**config.mk**
```make
export PLATFORM = sky130hd
export DESIGN_NAME = serializer_piso
export DESIGN_NICKNAME = d
export VERILOG_FILES = /design/src/rtl/serializer_piso.sv
export SDC_FILE = /design/constraint.sdc
export NUM_CORES = 1
export LEC_CHECK = 0
export BUFFER_PORTS_ARGS = -buffer_cell sky130_fd_sc_hd__buf_2
export CAP_MARGIN = 15
export CORE_MARGIN = 2
export CORE_UTILIZATION = 30
export DETAILED_ROUTE_END_ITERATION = 8
export HOLD_SLACK_MARGIN = 0.05
export PLACE_DENSITY = 0.5
export SLEW_MARGIN = 40
export SYNTH_ARGS = -nofsm -noshare
export SYNTH_HDL_FRONTEND = slang
export SYNTH_SLANG_ARGS = --single-unit
```
**constraint.sdc**
```tcl
create_clock -name clk -period 2.6 [get_ports clk]
set_input_delay 0.26 -clock clk [delete_from_list [all_inputs] [get_ports clk]]
set_output_delay 0.26 -clock clk [all_outputs]
set_load 0.1 [all_outputs]
```
**src/rtl/serializer_piso.sv**
```systemverilog
// Parallel-in, serial-out converter with valid/ready on both sides, LSB first.
// Define SERIALIZER_PARITY_EN to append an even-parity beat to every frame.
module serializer_piso #(
  parameter int unsigned W = 8
) (
  input  logic         clk,
  input  logic         rst,
  input  logic         up_valid,
  output logic         up_ready,
  input  logic [W-1:0] up_data,
  output logic         down_valid,
  input  logic         down_ready,
  output logic         down_data,
  output logic         down_last
);

  // Index must reach W when the parity beat is present.
  localparam int unsigned IDX_W = $clog2(W + 1);
  localparam int unsigned SEL_W = $clog2(W);
`ifdef SERIALIZER_PARITY_EN
  localparam int unsigned LAST_IDX = W;
`else
  localparam int unsigned LAST_IDX = W - 1;
`endif

  typedef enum logic {
    IDLE  = 1'b0,
    SHIFT = 1'b1
  } state_t;

  state_t           state_q, state_d;
  logic [W-1:0]     word_q, word_d;
  logic [IDX_W-1:0] idx_q, idx_d;
  logic             data_bit;
  logic             is_last;
  logic             dn_hs;
  logic             up_hs;

  assign is_last = (idx_q == IDX_W'(LAST_IDX));

`ifdef SERIALIZER_PARITY_EN
  assign data_bit = is_last ? ^word_q : word_q[idx_q[SEL_W-1:0]];
`else
  assign data_bit = word_q[idx_q[SEL_W-1:0]];
`endif

  assign down_valid = (state_q == SHIFT);
  assign down_data  = down_valid & data_bit;
  assign down_last  = down_valid & is_last;

  // A new word may enter while the final beat of the current frame leaves.
  assign dn_hs    = down_valid & down_ready;
  assign up_ready = ~rst & (~down_valid | (dn_hs & is_last));
  assign up_hs    = up_valid & up_ready;

  always_ff @(posedge clk) begin
    if (rst) begin
      state_q <= IDLE;
      word_q  <= '0;
      idx_q   <= '0;
    end else begin
      state_q <= state_d;
      word_q  <= word_d;
      idx_q   <= idx_d;
    end
  end

  // Next-state: load has priority, then frame end, then plain advance.
  always_comb begin
    state_d = state_q;
    word_d  = word_q;
    idx_d   = idx_q;
    if (up_hs) begin
      state_d = SHIFT;
      word_d  = up_data;
      idx_d   = '0;
    end else if (dn_hs && is_last) begin
      state_d = IDLE;
      idx_d   = '0;
    end else if (dn_hs) begin
      idx_d = idx_q + IDX_W'(1);
    end
  end

endmodule

```
==> metrics.md, run 1 <==
| Metric | Value |
|---|---|
| Status | `finished, final reports clean` |
| Initial antenna violation count | `0` |
| Hold WS | `~0.23 ns` |
| Grt ovf | `0` |
| Sw Pwr | `143 uW` |
| Seq/Total Area, Yosys | `29.2%` |
| CP required | `2.34 ns` |
| CP Capture Type | `output pin` |
| Detailed Routing Iterations Pass 1 | `4` |
| Largest net degree at the start of global routing | `30` |
| Ys Warns | `0` |
| HP Class | `input port to register` |
| Synth cell types | `33` |
| Total negative setup slack | `0 ns` |
| Top post-synthesis cells by area | `dfxtp_1 29%, nand4b_1 6.9%, nor3b_1 6.7%, mux4_1 5.9%, o311ai_1 5.9%` |
| Endpoints failing setup | `0` |
| Detail Placement HPWL | `1430 um` |
| FF+latch count, synth | `13` |
| Iter 0 DRT Violations | `9` |
| CP Max Fanout | `6` |
| Clock Skews | `0.000637 ns` |
| TritonCTS buffer count | `3` |
| Comb pwr share | `20.9%` |
| Final antenna diode count | `0` |
| Synth Area per Inst | `between 9 and 10 um^2` |
| Post-CTS setup buffers | `0` |
| Area grow syn2layout | `8.27%` |
| Final Max Slew Viols | `0` |
| Fmax achieved | `between 0.4 and 0.5 GHz` |
| Row cnt | `19` |
| Vias | `797` |
| Syn Nets | `approximately 110` |
| Chip width | `58.5 um` |
| Tot Pwr | `445 uW` |
| Die height | `around 59 um` |
| Nets | `between 100 and 150` |
| Share of cells above drive strength 1 | `approximately 25%` |
| Final GP Congestion | `0.678` |
| Pwr/cell area | `roughly 460 nW/um^2` |
| Final Hold Vio Count | `0` |
| Unrepaired setup endpoints after global routing | `no` |
| Worst slew pin tran | `around 0.68 ns` |
| Post_cts resized | `0` |
| CP startpoint kind | `register` |
| Minimum clock period | `2.09 ns` |
| Clock share of power | `between 20% and 30%` |
| Tot GR Track Use | `14.3%` |
| Mapped Cells | `94` |
| Total I/O pin count | `16` |
| Via/cell ratio | `5.95` |
| WL/cell | `15.6 um` |
| Clock Pin Slew Worst Setup and Hold Paths | `roughly 0.080 ns` |
| Sw frac | `between 30% and 40%` |
| Maximum VDD drop | `~0.22 mV` |
| Maximum clock path buffer count | `2` |
| CTS Hold Bufs | `0` |
| Synth top cells by count | `13 x dfxtp_1, 10 x nand2_1, 8 x a31oi_1, 8 x nor3b_1, 7 x nand4b_1` |
| CTS tree | `built` |
| Clk_lat worst skew | `0.28 ns` |
| Top FF cell, synth | `dfxtp_1` |
| Vias in the first global route | `~750` |
| Worst Path Arrival | `1.83 ns` |
| Slew HR | `54.8%` |
| CTS HTree Levels | `1` |
| DRC | `0` |
| Post-route ant nets | `0` |
| Initial Util | `32.1%` |
| Clock sinks | `13` |
| Die ar. | `3430 um^2` |
| WL final | `around 2100 um` |
| CTS root buffer | `clkbuf_4` |
| Final worst-path cycle share | `about four fifths` |
| Mapped cell area | `892 um^2` |
| Final Core Density | `a little over a third` |
| Port bufs | `15` |
| Critical path class | `register to output pin` |
| Reg power frac | `49.4%` |
| Max-Cap Viols | `0` |
| Post-synth top area share | `29.2%` |
| Most area-hungry cell type in the Yosys netlist | `dfxtp_1` |
| Core box area | `2780 um^2` |
| Global-route wire length before repair | `around 3700 um` |
| Synth async-reset ratio | `0%` |
| Leak Pwr | `~0.00036 uW` |
| Most common cell in the netlist | `dfxtp_1` |
| Post-synth EDFFs | `0` |
| Internal power | `302 uW` |
==> final cells by class <==
class	instances	area [um^2]
Timing Repair Buffer	16	82.6
Sequential cell	13	260
Inverter	1	3.75
Fill cell	286	1820
Tap cell	31	38.8
Clock buffer	4	26.3
Multi-Input combinational cell	69	554
==> metrics by stage <==
stage / cell area, um^2 / cells / setup slack [ns]
after floorplan: 898 / 94 / -0.00629
after global placement: 940 / 130 / 0.865
after detailed placement: 940 / 130 / 0.825
after CTS: 966 / 134 / 0.501
after global routing: 966 / 134 / 0.418
final: 966 / 134 / 0.512
==> path summary, 6_finish.rpt <==
path,endpoint,slack (ns),from,cells past startpoint
setup / recovery,down_data,0.51,idx_q[0]$_SDFFE_PP0P_,4
hold / removal,word_q[7]$_SDFFE_PP0P_,0.23,up_data[7],3
setup reg to reg,word_q[1]$_SDFFE_PP0P_,0.80,idx_q[0]$_SDFFE_PP0P_,4
hold reg to reg,word_q[5]$_SDFFE_PP0P_,0.50,word_q[5]$_SDFFE_PP0P_,2
==> critical path, cell delays in order (launching register included) <==
cell	delay [ns]
dfxtp_1	0.46
mux4_1	0.58
mux2i_1	0.17
nor2_2	0.04
buf_2	0.29
==> layout by cell type, fill, tap and decap left out, types with 2 or more instances in the layout <==
cell type | synthesis | routed
buf_2 | 3 | 15
dfxtp_1 | 13 | 13
nand2_1 | 10 | 10
nor3b_1 | 8 | 8
a31oi_1 | 8 | 8
nand4b_1 | 7 | 7
o311ai_1 | 6 | 6
a21oi_1 | 4 | 3
clkbuf_4 | 1 | 3
mux4_1 | 2 | 2
mux2i_1 | 2 | 2
nor2b_1 | 2 | 2
nand4b_2 | 2 | 2
o311ai_2 | 2 | 2
nor2_1 | 3 | 2
==> layer usage <==
metal / up-vias / GRT usage [%] / wire length [um]
met5: - / 0 / 0
met4: 0 / 5.98 / 36
met3: 5 / 4.40 / 99
met2: 15 / 22.5 / 995
met1: 385 / 18.0 / 965
li1: 392 / - / -
==> state kept, by name, summed over array words and instances (netlist names) <==
register / count
down_valid: 1
idx_q: 4
word_q: 8
==> kinds of logic (layout without fill, tap and decap cells) <==
logic type | count (synthesis) | after routing | share of synthesized area (%)
simple gates | 38 | 38 | 29.2
mux | 4 | 4 | 8.13
buf+inv | 12 | 21 | 9.40
fa+ha+maj | 1 | 1 | 1.40
xor+xnor | 1 | 1 | 0.982
compound gates | 25 | 25 | 21.7
flops | 13 | 13 | 29.2
==> power by group through the flow <==
stage / Combinational (uW) / Clock (uW) / Sequential (uW)
floorplan: 65.7 / 0 / 229
global placement: 91.3 / 0 / 224
detailed placement: 93.7 / 0 / 224
CTS: 93.7 / 137 / 220
global route: 100 / 147 / 221
finish: 92.8 / 132 / 220
Note: power is estimated with default switching activity, not from simulation.
==> run 2, diff against run 1 <==
- clock period: 2.6 -> 1.95 ns (I/O delays scaled with it)
==> run 2 against run 1 <==
Against the previous run:
- cell count up 3.0%
- critical path depth unchanged
- routed wire length down 3.5%
- critical path type unchanged
==> metrics.md, run 2 (synthesis results as in run 1) <==
| Metric | Value |
|---|---|
| Status | `finished, final reports clean` |
| Max reg flops | `8` |
| Vias | `804` |
| Internal power | `413 uW` |
| CP Capture Type | `output pin` |
| Maximum VDD drop | `0.271 mV` |
| CTS root buffer | `clkbuf_4` |
| Unrepaired setup endpoints after global routing | `no` |
| Share of cells above drive strength 1 | `32.7%` |
| Most used cells in the layout excluding fill and tap cells | `13 x buf_2, 11 x dfxtp_1, 10 x nand2_1` |
| Global-route wire length before repair | `3320 um` |
| Minimum clock period | `1.87 ns` |
| Die height | `around 59 um` |
| Area grow syn2layout | `15.3%` |
| Final Max Slew Viols | `0` |
| Fillers | `291` |
| CTS Hold Bufs | `0` |
| WL/cell | `14.7 um` |
| Initial antenna violation count | `0` |
| Clk_lat worst skew | `0.27 ns` |
| Leak Pwr | `0.000377 uW` |
| Slew HR | `around 68%` |
| Final Hold Vio Count | `0` |
| Max-Cap Viols | `0` |
| Nets | `121` |
| Final Core Density | `37.0%` |
| Row cnt | `19` |
| Largest net degree at the start of global routing | `22` |
| Reg power frac | `a little under 50%` |
| Final antenna diode count | `0` |
| Vias in the first global route | `706` |
| Post-route ant nets | `0` |
| Total I/O pin count | `16` |
| Fmax achieved | `between 0.5 and 0.6 GHz` |
| Critical path class | `register to output pin` |
| Top reg by flops | `word_q` |
| Clock Skews | `0.00148 ns` |
| DRC | `0` |
| Total negative setup slack | `0 ns` |
| CP startpoint kind | `register` |
| Clock share of power | `27.5%` |
| WL final | `approximately 2000 um` |
| Pwr/cell area | `between 500 and 600 nW/um^2` |
| Most common cell after layout, fill and taps aside | `buf_2` |
| Post-CTS setup buffers | `0` |
| Final worst-path cycle share | `between 90 and 100%` |
| Endpoints failing setup | `0` |
| Core box area | `2780 um^2` |
| M1 GR Usage | `16.8%` |
| Sw frac | `approximately 30%` |
| Cells after DPL | `134` |
| Maximum clock path buffer count | `2` |
| Hold WS | `around 0.18 ns` |
| Clock Pin Slew Worst Setup and Hold Paths | `approximately 0.080 ns` |
| Via/cell ratio | `5.83` |
| Non-Filler Instances | `138` |
| Chip width | `58.5 um` |
| CP Max Fanout | `6` |
| Worst slew pin tran | `0.486 ns` |
| Tot GR Track Use | `12.7%` |
| Die ar. | `~3400 um^2` |
| Most used routing layer | `met2` |
| Met2 GRT Util | `19.4%` |
| CTS tree | `built` |
| CTS HTree Levels | `1` |
| Worst Path Arrival | `between 1.5 and 2 ns` |
| TritonCTS buffer count | `3` |
| Met3 usage | `2.42%` |
| Clock sinks | `13` |
| Comb pwr share | `22.9%` |
| Iter 0 DRT Violations | `24` |
| Detailed Routing Iterations Pass 1 | `4` |
| Detail Placement HPWL | `1410 um` |
| HP Class | `input port to register` |
| Grt ovf | `0` |
| Sw Pwr | `181 uW` |
| CP required | `1.75 ns` |
| Initial Util | `32.1%` |
| Port bufs | `15` |
| Final GP Congestion | `0.695` |
-- run 2: power by group through the flow --
stage / combinational (uW) / sequential [uW] / clock (uW)
4_1_cts: 137 / 295 / 171
6_report: 136 / 295 / 163
3_5_place_dp: 134 / 301 / 0
5_1_grt: 146 / 297 / 187
2_1_floorplan: 89.0 / 305 / 0
3_3_place_gp: 131 / 302 / 0
-- run 2: area by class of cell --
| cell class | count | area, um^2 | area share, % |
|---|---|---|---|
| inverter | 1 | 3.75 | 0.365 |
| tap | 31 | 38.8 | 3.77 |
| timing repair buffer | 20 | 134 | 13.0 |
| clock buffer | 4 | 26.3 | 2.55 |
| multi-input combinational | 69 | 561 | 54.5 |
| sequential | 13 | 265 | 25.8 |
-- run 2: final timing paths --
check | from | to | slack [ns] | depth (start not counted)
setup / recovery | idx_q[0]$_SDFFE_PP0P_ | down_data | 0.08 | 4
hold / removal | up_data[6] | word_q[6]$_SDFFE_PP0P_ | 0.18 | 3
setup reg to reg | idx_q[1]$_SDFFE_PP0P_ | word_q[7]$_SDFFE_PP0P_ | 0.51 | 5
hold reg to reg | word_q[7]$_SDFFE_PP0P_ | word_q[7]$_SDFFE_PP0P_ | 0.51 | 2
-- run 2: timing repair --
action | in CTS | in global routing
resized for setup | 4 | 2
gates cloned | 0 | 0
endpoints found under the setup margin | 1 | 1
-- run 2: worst max-delay path, stage by stage (launching register included) --
cell,delay (ns)
dfxtp_4,0.39
mux4_1,0.58
mux2i_2,0.22
nor2_4,0.04
buf_6,0.18
-- run 2: metrics by stage --
step                      power, uW  cell area (um^2)  setup slack, ns
after floorplan                 394               906           0.0322
after global placement          433               992            0.225
after detailed placement        435               992            0.160
after CTS                       602              1030           0.0353
after global routing            630              1030          0.00738
final                           594              1030           0.0760
-- run 2: per-layer routing --
metal | wire (um) | vias to the layer above
met5 | 0 | -
met4 | 17 | 0
met3 | 81 | 2
li1 | - | 393
met2 | 977 | 12
met1 | 946 | 397
